File: config.mk
export PLATFORM = sky130hd
export DESIGN_NAME = input_conditioner
export DESIGN_NICKNAME = d
export VERILOG_FILES = /design/src/rtl/input_conditioner.sv
export SDC_FILE = /design/constraint.sdc
export NUM_CORES = 1
export LEC_CHECK = 0
export CORE_UTILIZATION = 45
export CTS_BUF_LIST = sky130_fd_sc_hd__clkbuf_4
export CTS_CLUSTER_DIAMETER = 50
export CTS_CLUSTER_SIZE = 16
export DETAILED_ROUTE_END_ITERATION = 7
export PLACE_DENSITY = 0.62
export SETUP_SLACK_MARGIN = 0.02
export SYNTH_ARGS = -nofsm -noshare
export SYNTH_HDL_FRONTEND = slang
export SYNTH_SLANG_ARGS = --single-unit
File: constraint.sdc
create_clock -name clk_clk -period 1.9 [get_ports clk_clk]
set_clock_uncertainty 0.1 [all_clocks]
set_input_delay 0.285 -clock clk_clk [delete_from_list [all_inputs] [get_ports clk_clk]]
set_output_delay 0.285 -clock clk_clk [all_outputs]
set_load 0.02 [all_outputs]
File: src/rtl/input_conditioner.sv
// Two-flop synchroniser plus per-channel debounce for the push-button and DIP switches.
// Forwards only stable levels and emits single-cycle press/release/change pulses.
module input_conditioner #(
  parameter int DEBOUNCE_CYCLES = 1000000,
  parameter int CNT_W           = $clog2(DEBOUNCE_CYCLES)
) (
  input  logic       clk_clk,
  input  logic       reset_reset,
  input  logic       key_n_raw,
  input  logic [3:0] dipsw_raw,
  output logic       button_pio_export,
  output logic [3:0] dipsw_pio_export,
  output logic       button_press,
  output logic       button_release,
  output logic [3:0] dipsw_change
);

  localparam int NCH = 5;
  localparam logic [CNT_W-1:0] CNT_LAST = CNT_W'(DEBOUNCE_CYCLES - 1);

  // ch0 is the button, inverted so that 1 = pressed and a released key resets to 0
  logic [NCH-1:0] w_raw;
  assign w_raw = {dipsw_raw, ~key_n_raw};

  logic [NCH-1:0]   r_sync1_p0;
  logic [NCH-1:0]   r_sync2_p1;
  logic [NCH-1:0]   r_stable_p2;
  logic [NCH-1:0]   r_pulse_p2;
  logic [CNT_W-1:0] r_cnt_p2 [NCH];

  logic [NCH-1:0]   w_stable_nxt;
  logic [NCH-1:0]   w_pulse_nxt;
  logic [CNT_W-1:0] w_cnt_nxt [NCH];

  function automatic logic cnt_done(input logic [CNT_W-1:0] cnt);
    return cnt == CNT_LAST;
  endfunction

  // p0/p1: two-flop synchroniser
  always_ff @(posedge clk_clk) begin
    if (reset_reset) begin
      r_sync1_p0 <= '0;
      r_sync2_p1 <= '0;
    end else begin
      r_sync1_p0 <= w_raw;
      r_sync2_p1 <= r_sync1_p0;
    end
  end

  // p2: debounce; a mismatch must persist DEBOUNCE_CYCLES edges before acceptance
  always_comb begin
    w_stable_nxt = r_stable_p2;
    w_pulse_nxt  = '0;
    for (int ch = 0; ch < NCH; ch++) begin
      w_cnt_nxt[ch] = '0;
      if (r_sync2_p1[ch] != r_stable_p2[ch]) begin
        if (cnt_done(r_cnt_p2[ch])) begin
          w_stable_nxt[ch] = r_sync2_p1[ch];
          w_pulse_nxt[ch]  = 1'b1;
        end else begin
          w_cnt_nxt[ch] = r_cnt_p2[ch] + CNT_W'(1);
        end
      end
    end
  end

  always_ff @(posedge clk_clk) begin
    if (reset_reset) begin
      r_stable_p2 <= '0;
      r_pulse_p2  <= '0;
      for (int ch = 0; ch < NCH; ch++) r_cnt_p2[ch] <= '0;
    end else begin
      r_stable_p2 <= w_stable_nxt;
      r_pulse_p2  <= w_pulse_nxt;
      for (int ch = 0; ch < NCH; ch++) r_cnt_p2[ch] <= w_cnt_nxt[ch];
    end
  end

  assign button_pio_export = r_stable_p2[0];
  assign dipsw_pio_export  = r_stable_p2[4:1];
  assign button_press      = r_pulse_p2[0] & r_stable_p2[0];
  assign button_release    = r_pulse_p2[0] & ~r_stable_p2[0];
  assign dipsw_change      = r_pulse_p2[4:1];

endmodule
==> results of run 1 <==
==> through the flow <==
| stage | total power, mW | cell area, um2 | hold WS, ns | TNS [ns] | setup WS, ns |
|---|---|---|---|---|---|
| 4_1_cts | 4.89 | 6570 | 0.147 | -0.392 | -0.0449 |
| 3_5_place_dp | 2.67 | 6130 | 0.324 | -0.561 | -0.0388 |
| 3_3_place_gp | 2.67 | 6130 | 0.317 | -0.00871 | -0.00745 |
| 5_1_grt | 5.02 | 6660 | 0.186 | -1.15 | -0.0937 |
| 6_report | 4.83 | 6660 | 0.186 | -0.135 | -0.0276 |
| 2_1_floorplan | 2.63 | 5300 | 0.252 | -0.468 | -0.0477 |
==> area by class of cell <==
type / count / share of cell area, %
Clock inverter: 11 / 3.06
Clock buffer: 19 / 2.14
Sequential cell: 120 / 36.4
Multi-Input combinational cell: 451 / 43.1
Inverter: 14 / 0.789
Tap cell: 143 / 2.69
Timing Repair Buffer: 94 / 11.8
==> state kept, by name (all words and copies together) (netlist names) <==
register,cells
r_cnt_p2,100
r_pulse_p2,5
r_stable_p2,5
r_sync1_p0,5
r_sync2_p1,5
==> worst max-delay path by stage <==
stage                               startpoint                    endpoint  slack [ns]  depth (start not counted)
floorplan            r_cnt_p2[0][7]$_SDFF_PP0_  r_cnt_p2[0][10]$_SDFF_PP0_       -0.05                          5
CTS                  r_cnt_p2[0][7]$_SDFF_PP0_  r_cnt_p2[0][17]$_SDFF_PP0_       -0.04                          5
detailed placement  r_cnt_p2[0][10]$_SDFF_PP0_  r_cnt_p2[0][19]$_SDFF_PP0_       -0.04                          5
finish               r_cnt_p2[0][7]$_SDFF_PP0_  r_cnt_p2[0][17]$_SDFF_PP0_       -0.03                          5
global placement    r_cnt_p2[0][10]$_SDFF_PP0_  r_cnt_p2[0][19]$_SDFF_PP0_      -0.007                          5
global route         r_cnt_p2[0][7]$_SDFF_PP0_  r_cnt_p2[0][17]$_SDFF_PP0_       -0.09                          5
==> synth_stat cells (11+ instances only) <==
| cell | instances |
|---|---|
| dfxtp_1 | 120 |
| and3_1 | 15 |
| a21oi_1 | 35 |
| nor4_1 | 17 |
| nand4_1 | 23 |
| or3_1 | 17 |
| nand2_1 | 34 |
| or4_1 | 19 |
| nor2b_1 | 11 |
| xor2_1 | 31 |
| nor2_1 | 80 |
| o31ai_1 | 15 |
| inv_1 | 14 |
| o21ai_0 | 20 |
| xnor2_1 | 33 |
| nand3_1 | 45 |
==> cell usage in the layout (no fill, tap or decap), drive strengths merged, types with 2 or more instances in the layout <==
master / instances
a21oi: 35
and2: 6
and3: 15
and4: 9
buf: 77
bufinv: 6
clkbuf: 19
clkdlybuf4s50: 8
clkinv: 5
dfxtp: 120
dlygate4sd2: 7
dlymetal6s2s: 2
ha: 5
inv: 14
nand2: 34
nand3: 45
nand4: 23
nor2: 80
nor2b: 11
nor3: 8
nor3b: 2
nor4: 17
nor4b: 6
nor4bb: 2
o21ai: 22
o31ai: 15
or2: 3
or3: 17
or3b: 2
or4: 20
or4b: 3
xnor2: 33
xor2: 31
==> report_power, final <==
part,switching [mW],internal (mW)
Combinational,0.0417,0.0397
Sequential,0.00725,2.53
Clock,0.903,1.31
==> layer usage <==
metal | up-vias | wire [um]
li1 | 2362 | -
met5 | - | 0
met1 | 2186 | 5240
met4 | 0 | 116
met2 | 60 | 5580
met3 | 10 | 349
==> what timing repair did <==
item | CTS | global route
cloned | 1 | 0
resized for setup | 32 | 30
setup endpoints to repair | 46 | 67
buffers inserted | 2 | 1
pin swaps | 10 | 7
==> cells by family (layout without fill, tap and decap cells) <==
family	Yosys count	in the layout	share of synthesized area, %
flops	120	120	45.5
simple gates	305	305	31.3
buf+inv	33	138	2.89
xor+xnor	64	64	10.6
fa+ha+maj	5	5	1.18
compound gates	77	77	8.57
==> impl_results.md, run 1 <==
- Fin crit period: 1.93 ns
- P_leak: 2.24 nW
- CTS max path bufs: 2
- FF-to-FF End: r_cnt_p2[0][17]$_SDFF_PP0_
- Post-synth EDFFs: 0
- CTS buffer count: 17
- Post-Syn Area per Cell: 8.75 um2
- Fin. max-slew vios: 0
- Failing checks: setup timing
- Area occupied by multi-input gates: 2870 um2
- Area grow syn2layout: 25.9%
- Top cell type's share of synthesized area: 45.5%
- Die Ht: 110 um
- Number of diodes: 0
- Top post-synthesis cells by area: dfxtp_1 (45%), nor2_1 (5.7%), xnor2_1 (5.5%)
- CP arrival: 2.21 ns
- Hold Fails Final Rpt: 0
- Crit end category: flop
- CTS sink cnt: 120
- Worst setup margin: -0.0276 ns
- Met1 usage: 23.4%
- Wire length per cell: 13.2 um
- Critical path's slowest cell: or4_4
- Antenna-violating nets left: 0
- Warnings, synthesis: 0
- Htree depth: 4
- Hold Path Origin: key_n_raw
- Met3 usage in global routing: 5.06%
- Global route overflow: 0
- Max-slew headroom: 71.3%
- Cells on worst reg2reg path: 5
- Met2 usage: 35.1%
- CP max stage delay: 0.53 ns
- Cts hold-fix bufs: 0
- Post-Syn Area: 5290 um2
- Chip Width: 110 um
- Layout Cells excl Fill: 852
- Final WL: 11.3 mm
- CP Class: reg -> reg
- Hold WC Path Type: in -> reg
- RSZ-0062 raised after global routing: yes
- # IOs: 18
- Initial antenna violation count: 0
- Max VDD drop: 0.676 mV
- Mapped Cells: 604
- Post-synth top area cell: dfxtp_1
- First-pass GRT wire length: 19.1 mm
- DRC violations left: 0
- Synth Flop Type: dfxtp_1
- Most used cell along the critical path: or4_4
- Clk_lat worst skew: 0.51 ns
- Placer Congestion: 0.824
- Pin count of the biggest net entering global routing: 17
- Max_cap viols: 0
- Detailed placement HPWL: 7.87 mm
- Worst-path maximum fanout: 8
- Root buf cell: clkbuf_4
- Worst min-delay path endpoint: r_sync1_p0[0]$_SDFF_PP0_
- GRT Overall Usage: 20.0%
- Crit path buf inv count: 1
- Worst-path cell chain: or4_4 -> or4_4 -> o21ai_4 -> buf_6 -> a21oi_1
- Core Util, Final: 58.3%
- Final worst-path cycle share: 101%
- CTS tree: built
- Sequential fraction of the synthesis area: 45.5%
- Die Area: 12200 um2
- Crit path max-delay family: simple AND/OR/NAND/NOR gates
- Vias per inst: 5.42
- Clock Pin Slew Worst Setup and Hold Paths: 0.11 ns
- # nets final: 710
- Slew @ Worst Pin: 0.425 ns
- Status: finished, violations left
- Layout cells sized above 1: 22.8%
- Netlist cell types: 42
- Core area: 11400 um2
- Critical Path Source Type: flop
- WHS Path Cells: 2
- Drt pass-1 iters: 4
- Synth Net Count: 616
- Async SR Flop Fraction: 0%
- Yosys reg bits: 120
- Placement row count: 39
- Reg2Reg Launch Point: r_cnt_p2[0][7]$_SDFF_PP0_
- GR peak layer: met2
- Reg2Reg Setup Slack: -0.03 ns
- Detailed Route Iter0 Violations: 236
- Peak Freq: 519 MHz
- Final setup viols: 13
- Placed instance count: 819
- WP data required: 2.18 ns
- Fill count: 1021
- Port bufs: 17
- Via count: 4618
- Vias in the first global route: 4367
- Pwr/cell area: 726 nW/um2
- Register area: 2420 um2
- Initial Util: 46.3%
(Power assumes the default switching activity.)
==> inputs of run 2 (changes only) <==
--- a/config.mk
+++ b/config.mk
@@ -15,3 +15,4 @@
 export SYNTH_ARGS = -nofsm -noshare
 export SYNTH_HDL_FRONTEND = slang
 export SYNTH_SLANG_ARGS = --single-unit
+export TNS_END_PERCENT = 1
==> run 2 against run 1 <==
- the flow still finishes with violations (setup timing)
- final cell count fell by 0.12%
- design area is 1.5% lower
- core utilization down 0.88 points
- global-route usage down 0.090 points
- maximum frequency is 1.4% higher
- sequential share of layout area grew 0.48 points
- wire length shrank 2.3%
- via count down 1.2%
- sequential cell count unchanged
- largest cell class unchanged
- setup slack better by 0.027 ns
- clock power decreased by 8%
==> impl_results.md, run 2 (synthesized netlist as in run 1, its figures left out) <==
- Status: finished, violations left
- Failing checks: setup timing
- Pwr/cell area: 712 nW/um2 (-2.0%)
- Crit end category: flop
- Post-DP Area: 6150 um2 (+0.35%)
- Pin count of the biggest net entering global routing: 21 (+4)
- P_leak: 2.25 nW (+0.58%)
- Initial antenna violation count: 0 (unchanged)
- Worst setup margin: -0.000392 ns (+0.0272 ns)
- Final worst-path cycle share: 100% (-1.4 points)
- Vias in the first global route: 4475 (+2.5%)
- CP Class: reg -> reg
- Final Cell Area: 6560 um2 (-1.5%)
- Hold Fails Final Rpt: 0 (unchanged)
- Core area: 11400 um2 (unchanged)
- Clk_lat worst skew: 0.52 ns (about the same)
- Initial Util: 46.3% (unchanged)
- Htree depth: 4 (unchanged)
- Placement row count: 39 (unchanged)
- Clock Pin Slew Worst Setup and Hold Paths: 0.10 ns (about the same)
- Detailed Route Iter0 Violations: 227 (-3.8%)
- Area grow syn2layout: 24.1%
- CP arrival: 2.22 ns (about the same)
- Most common cell after layout, fill and taps aside: dfxtp_1
- Drt pass-1 iters: 4 (unchanged)
- Top reg by flops: r_cnt_p2
- Final WL: 11.0 mm (-2.3%)
- Max VDD drop: 0.712 mV (+5.4%)
- Max-slew headroom: 70.6% (-0.67 points)
- Final setup viols: 1 (-12)
- Die Ht: 110 um (unchanged)
- Chip Width: 110 um (unchanged)
- Max_cap viols: 0 (unchanged)
- First-pass GRT wire length: 18.9 mm (-0.65%)
- RSZ-0062 raised after global routing: yes
- Fin. max-slew vios: 0 (unchanged)
- Setup TNS: -0.000392 ns (+0.135 ns)
- Layout Cells excl Fill: 851 (-0.12%)
- Worst-path maximum fanout: 16 (+8)
- Minimum hold slack: 0.169 ns (-0.0169 ns)
- Critical Path Source Type: flop
- Number of diodes: 0 (unchanged)
- Port bufs: 17 (unchanged)
- # nets final: 709 (-0.14%)
- CTS max path bufs: 2 (unchanged)
- Commonest cells after routing, fill and taps aside: dfxtp_1 (110), nor2_1 (80), buf_4 (72)
- Placed instance count: 821 (+0.24%)
- GRT Overall Usage: 19.9% (-0.090 points)
- Hold WC Path Type: in -> reg
- Setup WS pre-CTS: -0.0409 ns (-0.00216 ns)
- Fin crit period: 1.90 ns (-0.0272 ns)
- Wire length per cell: 12.9 um (-2.2%)
- CTS tree: built
- Vias per inst: 5.36 (-1.1%)
- Cts hold-fix bufs: 0 (unchanged)
- WP data required: 2.22 ns (+0.04 ns)
- Root buf cell: clkbuf_4
- Antenna-violating nets left: 0 (unchanged)
- Max FFs per register: 100 (unchanged)
- CTS sink cnt: 120 (unchanged)
- Via count: 4562 (-1.2%)
- DRC violations left: 0 (unchanged)
- Detailed placement HPWL: 7.85 mm (-0.18%)
- Die Area: 12200 um2 (unchanged)
- Slew @ Worst Pin: 0.437 ns (+0.0120 ns)
- Layout cells sized above 1: 19.9% (-2.9 points)
- Placer Congestion: 0.816 (-0.98%)
- # IOs: 18 (unchanged)
- CTS buffer count: 17 (unchanged)
- Global route overflow: 0 (unchanged)
- Peak Freq: 526 MHz (+1.4%)
-- run 2: changes by cell type in the layout (fill, tap and decap cells not counted), moves of 4 or more --
cell,change
nor2_1,+6
a21oi_1,+6
a21oi_2,-6
dfxtp_2,-4
nor2_2,-5
dfxtp_1,+4
buf_6,-4
-- run 2: critical path, cell delays in order, from the launching register on --
cell and delay (ns):
dfxtp_2 0.33, or4_4 0.53, or4_4 0.45, o21ai_4 0.17
buf_12 0.16, a21oi_1 0.05
-- run 2: final timing paths --
check | from | to | slack (ns) | cells past startpoint
worst max-delay path | r_cnt_p2[0][7]$_SDFF_PP0_ | r_cnt_p2[0][13]$_SDFF_PP0_ | -0.0004 | 5
worst min-delay path | key_n_raw | r_sync1_p0[0]$_SDFF_PP0_ | 0.17 | 2
worst max register to register | r_cnt_p2[0][7]$_SDFF_PP0_ | r_cnt_p2[0][13]$_SDFF_PP0_ | -0.0004 | 5
worst min register to register | r_cnt_p2[0][40]$_SDFF_PP0_ | r_cnt_p2[0][40]$_SDFF_PP0_ | 0.35 | 1
-- run 2: repair_timing --
action | 4_1_cts | 5_1_grt
pin swaps | 4 | 3
setup endpoints to repair | 47 | 88
setup buffers | 0 | 0
gates resized for setup | 15 | 23
-- run 2: routing by layer --
layer | vias up | wire [um] | track usage (%)
li1 | 2358 | - | -
met1 | 2137 | 5110 | 22.7
met2 | 55 | 5400 | 35.3
met3 | 12 | 388 | 5.88
met4 | 0 | 121 | 6.58
met5 | - | 0 | 0
-- run 2: power by group --
group,switching (mW),internal [mW]
Combinational,0.0393,0.0391
Sequential,0.00723,2.53
Clock,0.897,1.16
Total,0.943,3.72
-- run 2: per-stage QoR --
| step | total power [mW] | util (%) |
|---|---|---|
| CTS | 4.74 | 56.7 |
| floorplan | 2.63 | - |
| global route | 4.85 | 57.4 |
| detailed placement | 2.67 | 53.8 |
| finish | 4.67 | 57.4 |
| global placement | 2.67 | 53.8 |
-- run 2: area by class of cell --
class                      count  area, um2
clock buffer                  18        135
clock inverter                12        183
fill                        1041       4860
inverter                      14       52.6
multi-input combinational    451       2810
sequential                   120       2410
tap                          143        179
timing repair buffer          93        779
